--- config.mk ---
export PLATFORM = sky130hd
export DESIGN_NAME = bus_writer
export DESIGN_NICKNAME = d
export VERILOG_FILES = /design/src/rtl/bus_writer_pkg.sv /design/src/rtl/bus_writer_gp_reg.sv /design/src/rtl/bus_writer.sv
export SDC_FILE = /design/constraint.sdc
export NUM_CORES = 1
export LEC_CHECK = 0
export ABC_CLOCK_PERIOD_IN_PS = 2800
export CAP_MARGIN = 20
export CORE_MARGIN = 2
export CORE_UTILIZATION = 39
export CTS_CLUSTER_SIZE = 24
export DETAILED_ROUTE_END_ITERATION = 8
export GPL_TIMING_DRIVEN = 0
export PLACE_DENSITY = 0.67
export SYNTH_ARGS = -nofsm -noshare
export SYNTH_HDL_FRONTEND = slang
export SYNTH_HIERARCHICAL = 1
export SYNTH_SLANG_ARGS = --single-unit
--- constraint.sdc ---
create_clock -name clk -period 2.8 [get_ports clk]
set_input_delay 0.56 -clock clk [delete_from_list [all_inputs] [get_ports clk]]
set_output_delay 0.56 -clock clk [all_outputs]
set_load 0.01 [all_outputs]
--- src/rtl/bus_writer_pkg.sv ---
// Shared select-code definitions for the register file bus.
// Used by both the bus writer and the bus read multiplexer.
package bus_writer_pkg;

    typedef enum logic [3:0] {
        SEL_NONE = 4'd0,
        SEL_AR   = 4'd1,
        SEL_PC   = 4'd2,
        SEL_DR   = 4'd3,
        SEL_R    = 4'd4,
        SEL_AC   = 4'd5,
        SEL_TR   = 4'd6,
        SEL_R1   = 4'd7,
        SEL_R2   = 4'd8,
        SEL_RI   = 4'd9,
        SEL_RJ   = 4'd10,
        SEL_RK   = 4'd11,
        SEL_DM   = 4'd12
    } sel_e;

    localparam logic [3:0] SEL_LAST = 4'd12;

    function automatic logic sel_illegal(input logic [3:0] code);
        return code > SEL_LAST;
    endfunction

endpackage

--- src/rtl/bus_writer_gp_reg.sv ---
// General-purpose register: synchronous clear, load, increment.
// Load wins over increment when both are asserted.
module gp_reg #(
    parameter int W = 8
) (
    input  logic         clk_i,
    input  logic         clr_i,
    input  logic         ld_i,
    input  logic         inc_i,
    input  logic [W-1:0] d_i,
    output logic [W-1:0] q_o
);

    logic [W-1:0] q_q;
    logic [W-1:0] q_d;

    always_comb begin
        q_d = q_q;
        if (ld_i) begin
            q_d = d_i;
        end else if (inc_i) begin
            q_d = q_q + W'(1);
        end
    end

    always_ff @(posedge clk_i) begin
        if (clr_i) begin
            q_q <= '0;
        end else begin
            q_q <= q_d;
        end
    end

    assign q_o = q_q;

endmodule

--- src/rtl/bus_writer.sv ---
// Bus writer: loads/increments the CPU register file from the shared bus,
// issues data-memory write strobes and flags illegal select codes.
module bus_writer
    import bus_writer_pkg::*;
#(
    parameter int DATA_W = 16,
    parameter int REG_W  = 8
) (
    input  logic              clk,
    input  logic              rst,
    input  logic [DATA_W-1:0] bus_in,
    input  logic [3:0]        write_en,
    input  logic [3:0]        inc_en,
    output logic [REG_W-1:0]  ar,
    output logic [REG_W-1:0]  pc,
    output logic [REG_W-1:0]  dr,
    output logic [REG_W-1:0]  r,
    output logic [REG_W-1:0]  r1,
    output logic [REG_W-1:0]  r2,
    output logic [REG_W-1:0]  ri,
    output logic [REG_W-1:0]  rj,
    output logic [REG_W-1:0]  rk,
    output logic [DATA_W-1:0] ac,
    output logic [DATA_W-1:0] tr,
    output logic              dm_we,
    output logic [REG_W-1:0]  dm_wdata,
    output logic              code_err
);

    logic [REG_W-1:0] bus_lo;
    logic             dm_we_q;
    logic             dm_we_d;
    logic [REG_W-1:0] dm_wdata_q;
    logic [REG_W-1:0] dm_wdata_d;
    logic             code_err_q;
    logic             code_err_d;

    assign bus_lo = bus_in[REG_W-1:0];

    // ar, dr and r have no increment path
    gp_reg #(.W(REG_W)) u_ar (
        .clk_i(clk), .clr_i(rst),
        .ld_i(write_en == SEL_AR), .inc_i(1'b0),
        .d_i(bus_lo), .q_o(ar)
    );

    gp_reg #(.W(REG_W)) u_pc (
        .clk_i(clk), .clr_i(rst),
        .ld_i(write_en == SEL_PC), .inc_i(inc_en == SEL_PC),
        .d_i(bus_lo), .q_o(pc)
    );

    gp_reg #(.W(REG_W)) u_dr (
        .clk_i(clk), .clr_i(rst),
        .ld_i(write_en == SEL_DR), .inc_i(1'b0),
        .d_i(bus_lo), .q_o(dr)
    );

    gp_reg #(.W(REG_W)) u_r (
        .clk_i(clk), .clr_i(rst),
        .ld_i(write_en == SEL_R), .inc_i(1'b0),
        .d_i(bus_lo), .q_o(r)
    );

    gp_reg #(.W(DATA_W)) u_ac (
        .clk_i(clk), .clr_i(rst),
        .ld_i(write_en == SEL_AC), .inc_i(inc_en == SEL_AC),
        .d_i(bus_in), .q_o(ac)
    );

    gp_reg #(.W(DATA_W)) u_tr (
        .clk_i(clk), .clr_i(rst),
        .ld_i(write_en == SEL_TR), .inc_i(inc_en == SEL_TR),
        .d_i(bus_in), .q_o(tr)
    );

    gp_reg #(.W(REG_W)) u_r1 (
        .clk_i(clk), .clr_i(rst),
        .ld_i(write_en == SEL_R1), .inc_i(inc_en == SEL_R1),
        .d_i(bus_lo), .q_o(r1)
    );

    gp_reg #(.W(REG_W)) u_r2 (
        .clk_i(clk), .clr_i(rst),
        .ld_i(write_en == SEL_R2), .inc_i(inc_en == SEL_R2),
        .d_i(bus_lo), .q_o(r2)
    );

    gp_reg #(.W(REG_W)) u_ri (
        .clk_i(clk), .clr_i(rst),
        .ld_i(write_en == SEL_RI), .inc_i(inc_en == SEL_RI),
        .d_i(bus_lo), .q_o(ri)
    );

    gp_reg #(.W(REG_W)) u_rj (
        .clk_i(clk), .clr_i(rst),
        .ld_i(write_en == SEL_RJ), .inc_i(inc_en == SEL_RJ),
        .d_i(bus_lo), .q_o(rj)
    );

    gp_reg #(.W(REG_W)) u_rk (
        .clk_i(clk), .clr_i(rst),
        .ld_i(write_en == SEL_RK), .inc_i(inc_en == SEL_RK),
        .d_i(bus_lo), .q_o(rk)
    );

    always_comb begin
        dm_we_d    = (write_en == SEL_DM);
        dm_wdata_d = dm_we_d ? bus_lo : dm_wdata_q;
        code_err_d = code_err_q | sel_illegal(write_en);
    end

    // dm_we is a one-cycle pulse; reset drops a pending strobe
    always_ff @(posedge clk) begin
        if (rst) begin
            dm_we_q    <= 1'b0;
            dm_wdata_q <= '0;
            code_err_q <= 1'b0;
        end else begin
            dm_we_q    <= dm_we_d;
            dm_wdata_q <= dm_wdata_d;
            code_err_q <= code_err_d;
        end
    end

    assign dm_we    = dm_we_q;
    assign dm_wdata = dm_wdata_q;
    assign code_err = code_err_q;

endmodule

== Yosys cells after proc, flatten, opt, wreduce, memory -nomap -nowiden ==
Cells that the tools add are included.
Word-level totals
  bits in registers: 114
  input port bits: 26
  output and inout bits: 114
  logic and storage cells: 68
Operators by class
  $add $sub $neg: 8
  $lt $le $gt $ge: 1
  equal/unequal tests: 20
  multiplexer cells: 16
  bitwise logic cells: 1
  reduce and logical (&&, ||, !) cells: 8
Operators by type and width (count)
  $mux W8: 12
  $mux W16: 4
  $add A8 B1 Y8 const B: 6
  $eq A4 B4 Y1 const B: 9
  $add A16 B1 Y16 const B: 2
  $eq A4 B3 Y1 const B: 7
  $reduce_bool A2 Y1: 8
  $eq A4 B2 Y1 const B: 3
  $eq A4 B1 Y1 const B: 1
  $gt A4 B4 Y1 const B: 1
  $or A1 B1 Y1: 1

== Depth between registers and ports, before layout ==
  word-level depth: 3
  mapped depth: 8
  gate-level depth less buffers: 6

== By module ==
The synthesis kept the hierarchy.
By module, submodules not included
  gp_reg at u_ar ...: times used 9, cells an instance 53, area an instance 464.2 sq um, sequential area each 160.2 sq um
  gp_reg at u_ac ...: times used 2, cells an instance 112, area an instance 984.7 sq um, sequential area each 320.3 sq um
  bus_writer: times used 1, cells an instance 71, area an instance 573.0 sq um, sequential area each 200.2 sq um

== Worst setup path after synthesis ==
No wires, ideal clock.
  path kind: input to register
  from: in inc_en[2]
  to: reg u_r2.q_q[7], in the netlist u_r2/q_o[7]
  arrival: 1943 ps
  setup slack: 778 ps
  stages: 6
  path buffers: 1
  cells stage by stage: nand2b_1 -> nor3_1 -> buf_6 -> or3b_1 -> or4_1 -> o211ai_1
On the way
  word-level cells in the longest chain between the ends: 2
Ends and longest elaborated chain
  from (decl): line bus_writer.sv:13  | input logic [3:0] inc_en,
  $eq A4 B4 Y1: line bus_writer.sv:85  | .ld_i(write_en == SEL_R2), .inc_i(inc_en == SEL_R2),
  $reduce_bool A2 Y1 (no source line)
  to (signal assigned): line bus_writer_gp_reg.sv:30  | q_q <= q_d;
  to (decl): line bus_writer_gp_reg.sv:14  | logic [W-1:0] q_q;
No other way between the ends.
A chain may end at the register's enable or synchronous reset.

==> summary.md <==
| Metric | Value |
|---|---|
| Status | finished, final reports clean |
| GPL Wtd Cong | 0.814 |
| CTS H-Tree Depth | 4 |
| CTS tree | yes |
| Resize count post-CTS | 0 |
| Crit path buf inv count | 2 |
| Reg2reg end | u_ac/q_o[12] |
| Clock Sinks | between 100 and 150 |
| Initial DRC Count | between 300 and 400 |
| Worst path required time | ~3.1 ns |
| Final HPWL DP | between 10000 and 15000 um |
| Top Layer Used | met4 |
| Layout Utilization | a little over half |
| Routed vias/inst | approximately 5.3 |
| Worst skew pair latency | 0.41 ns |
| Fill count | 1569 |
| First-pass GRT wire length | 29300 um |
| #FFs+latches synth | around 110 |
| Register area share after synthesis | between 30 and 40% |
| P per Cell Area | 478 mW/mm^2 |
| Crit Path Class | in2reg |
| Post-Syn Area | roughly 0.0067 mm^2 |
| Antenna violations before repair | 0 |
| Post-DP Area | roughly 0.0084 mm^2 |
| Crit path capture | u_r2/q_o[7] |
| Area Growth Syn to Fin | 32.9% |
| Worst Path Max Fanout | 20 |
| Port bufs | 139 |
| Antenna cells | 0 |
| Mapped Avg Cell Area | between 8 and 9 um^2 |
| Row count | 47 |
| Final Setup Violations | 0 |
| Met3 WL | 933 um |
| Cell family with most CP delay | buffers and inverters |
| Peak VDD IR | 383 uV |
| Total I/O pin count | between 100 and 150 |
| Hold_buf cts | 0 |
| CP Launch Type | input port |
| Slew Viols, Final | 0 |
| DRT met1 WL | about 8600 um |
| Max-Cap Viols | 0 |
| Total die area | 0.0183 mm^2 |
| Clock tree buffer depth | 2 |
| Sum Neg Setup Slack | 0 ns |
| DIE WIDTH | 135 um |
| Clock slew at reported path FFs | 0.05 ns |
| Max Fclk | between 400 and 500 MHz |
| Post-DRT Antenna Nets | 0 |
| Largest net degree at the start of global routing | 21 |
| Crit path DAT | 2.76 ns |
| Syn Inst Count | 772 |
| Hold crit path type | reg2reg |
| Max Clock Skew | between 0.005 and 0.006 ns |
| Reg2reg start | u_ac/q_o[0] |
| Drt wl/cell | ~16 um |
| Ys Warns | 6 |
| Worst Max-Slew Pin Slew | roughly 0.86 ns |
| Crit path depth | 5 |
| Vias post-DR | a little over 6000 |
| CP Capture Type | register |
| R2r setup slk | approximately 1.2 ns |
| Nets | 969 |
| Met2 wire len | ~9000 um |
| Post-layout instance area | approximately 0.0089 mm^2 |
| Die Span Y | approximately 140 um |
| Library cells used by synthesis | 34 |
| Final worst-path cycle share | 86.9% |
| WL final | between 15000 and 20000 um |
| DRC viols | 0 |
| Clock Tree Root | clkbuf_16 |
| Core outline area | around 0.017 mm^2 |
| Share of cells above drive strength 1 | approximately 8% |
| RSZ-0062 raised after global routing | no |
| CP startpoint | rst |
| 1st-pass router iterations | 6 |
| Worst path cell trace | clkdlybuf4s50_1 -> buf_4 -> or3b_1 -> or4_1 -> o211ai_1 |
| Hold Vio Cnt, Final | 0 |
| Min Tclk post-route | around 2.4 ns |
| Max incr delay on CP | roughly 0.84 ns |
| Pleak | between 3 and 4 nW |
| Reg2reg path depth | 5 |
| Total gr overflow | 0 |
| Slowest stage cell, crit path | clkdlybuf4s50_1 |
| Num CTS Buffers | 17 |
| Slew headroom | ~42% |
| Post-CTS setup buffers | 0 |
| Total GRT Usage | between 20 and 25% |
| Starting density of the core | about two fifths |
| Vias in the first global route | 5648 |
[where the power goes]
part           internal (W)  switching [W]  total, W
Clock               0.00126       0.000722   0.00198
Sequential          0.00169      0.0000854   0.00177
Combinational      0.000256       0.000254  0.000510
[sequential cells by signal, summed over array words and instances, names as in the netlist]
signal,flops
u_ac/q_o,16
u_tr/q_o,16
dm_wdata,8
u_ar/q_o,8
u_dr/q_o,8
u_pc/q_o,8
u_r/q_o,8
u_r1/q_o,8
u_r2/q_o,8
u_ri/q_o,8
u_rj/q_o,8
u_rk/q_o,8
code_err,1
dm_we,1
[Yosys cell counts (all sizes together)]
library cell  instances  area [um^2]
a211oi               27          203
a21o                  2         15.0
a21oi                54          270
and4bb                1         12.5
buf                  23          225
clkbuf               20         75.1
conb                  1         3.75
dfxtp               114         2280
ha                   11          138
inv                  45          169
mux2                  9          101
mux2i                34          340
nand2                30          113
nand2b               23          144
nand3                33          165
nand4                39          304
nor2                 71          267
nor2b                 1         6.26
nor3                 24          120
nor3b                27          203
nor4                 12          185
o211ai               37          278
o21a                 29          218
o21ai                 2         10.0
o31a                  9         78.8
or2b                  1         7.51
or3                   2         12.5
or3b                  9         78.8
or4                  18          135
xnor2                10         87.6
xor2                 54          473
[area by class of cell]
type / count / area (um^2) / area share (%)
Buffer: 43 / 300 / 3.36
Tap cell: 220 / 275 / 3.08
Inverter: 45 / 169 / 1.89
Clock inverter: 7 / 60.1 / 0.673
Clock buffer: 22 / 474 / 5.31
Multi-Input combinational cell: 572 / 3980 / 44.5
Sequential cell: 114 / 2280 / 25.6
Timing Repair Buffer: 139 / 1390 / 15.6
[per-layer routing]
layer | up-vias | track usage [%]
met3 | 21 | 4.53
met4 | 0 | 6.89
met5 | - | 0
li1 | 3127 | -
met1 | 2903 | 26.5
met2 | 140 | 33.3
[worst min path at each step]
stage | start | endpoint | depth (start not counted)
2_1_floorplan | code_err | code_err | 2
3_3_place_gp | dm_wdata[6] | dm_wdata[6] | 2
3_5_place_dp | dm_wdata[5] | dm_wdata[5] | 2
4_1_cts | dm_wdata[5] | dm_wdata[5] | 2
5_1_grt | dm_wdata[6] | dm_wdata[6] | 2
6_report | dm_wdata[5] | dm_wdata[5] | 2
[worst reg2reg max path, cell delays in order, from the launching register on]
cell and delay [ns]:
dfxtp_1 0.45, ha_1 0.27, inv_1 0.13, nor4_2 0.33, xor2_1 0.12, o21a_1 0.17
[cells by family after synthesis]
family                     Yosys count  share of synthesized area, %
buffers and inverters               88                          6.98
and+or+nand+nor                    291                          26.1
DFF                                114                          34.0
other                                1                        0.0558
AOI/OAI and AO/OA                  160                          16.0
muxes                               43                          6.57
adders and majority gates           11                          2.05
xor gates and xnor gates            64                          8.34
[cells in the final DEF, fill, tap and decap left out, drive strengths merged, types with 12 or more instances in the layout]
cell type	n
nor4	12
dfxtp	114
clkbuf	42
a21oi	54
o211ai	37
inv	45
xor2	54
mux2i	34
a211oi	27
nand4	39
nor3b	27
o21a	29
nor2	71
nand2	30
or4	18
buf	23
nor3	24
nand3	33
nand2b	23
clkdlybuf4s50	139
[through the flow]
stage	hold WS, ns	setup slack, ns	std cells	power (W)
finish	0.475	0.367	1162	0.00427
global route	0.496	0.214	1162	0.00443
CTS	0.478	0.323	1162	0.00431
detailed placement	0.469	-0.0772	1133	0.00231
global placement	0.466	-0.125	1133	0.00230
floorplan	0.470	0.778	774	0.00205
(Power assumes the default switching activity.)
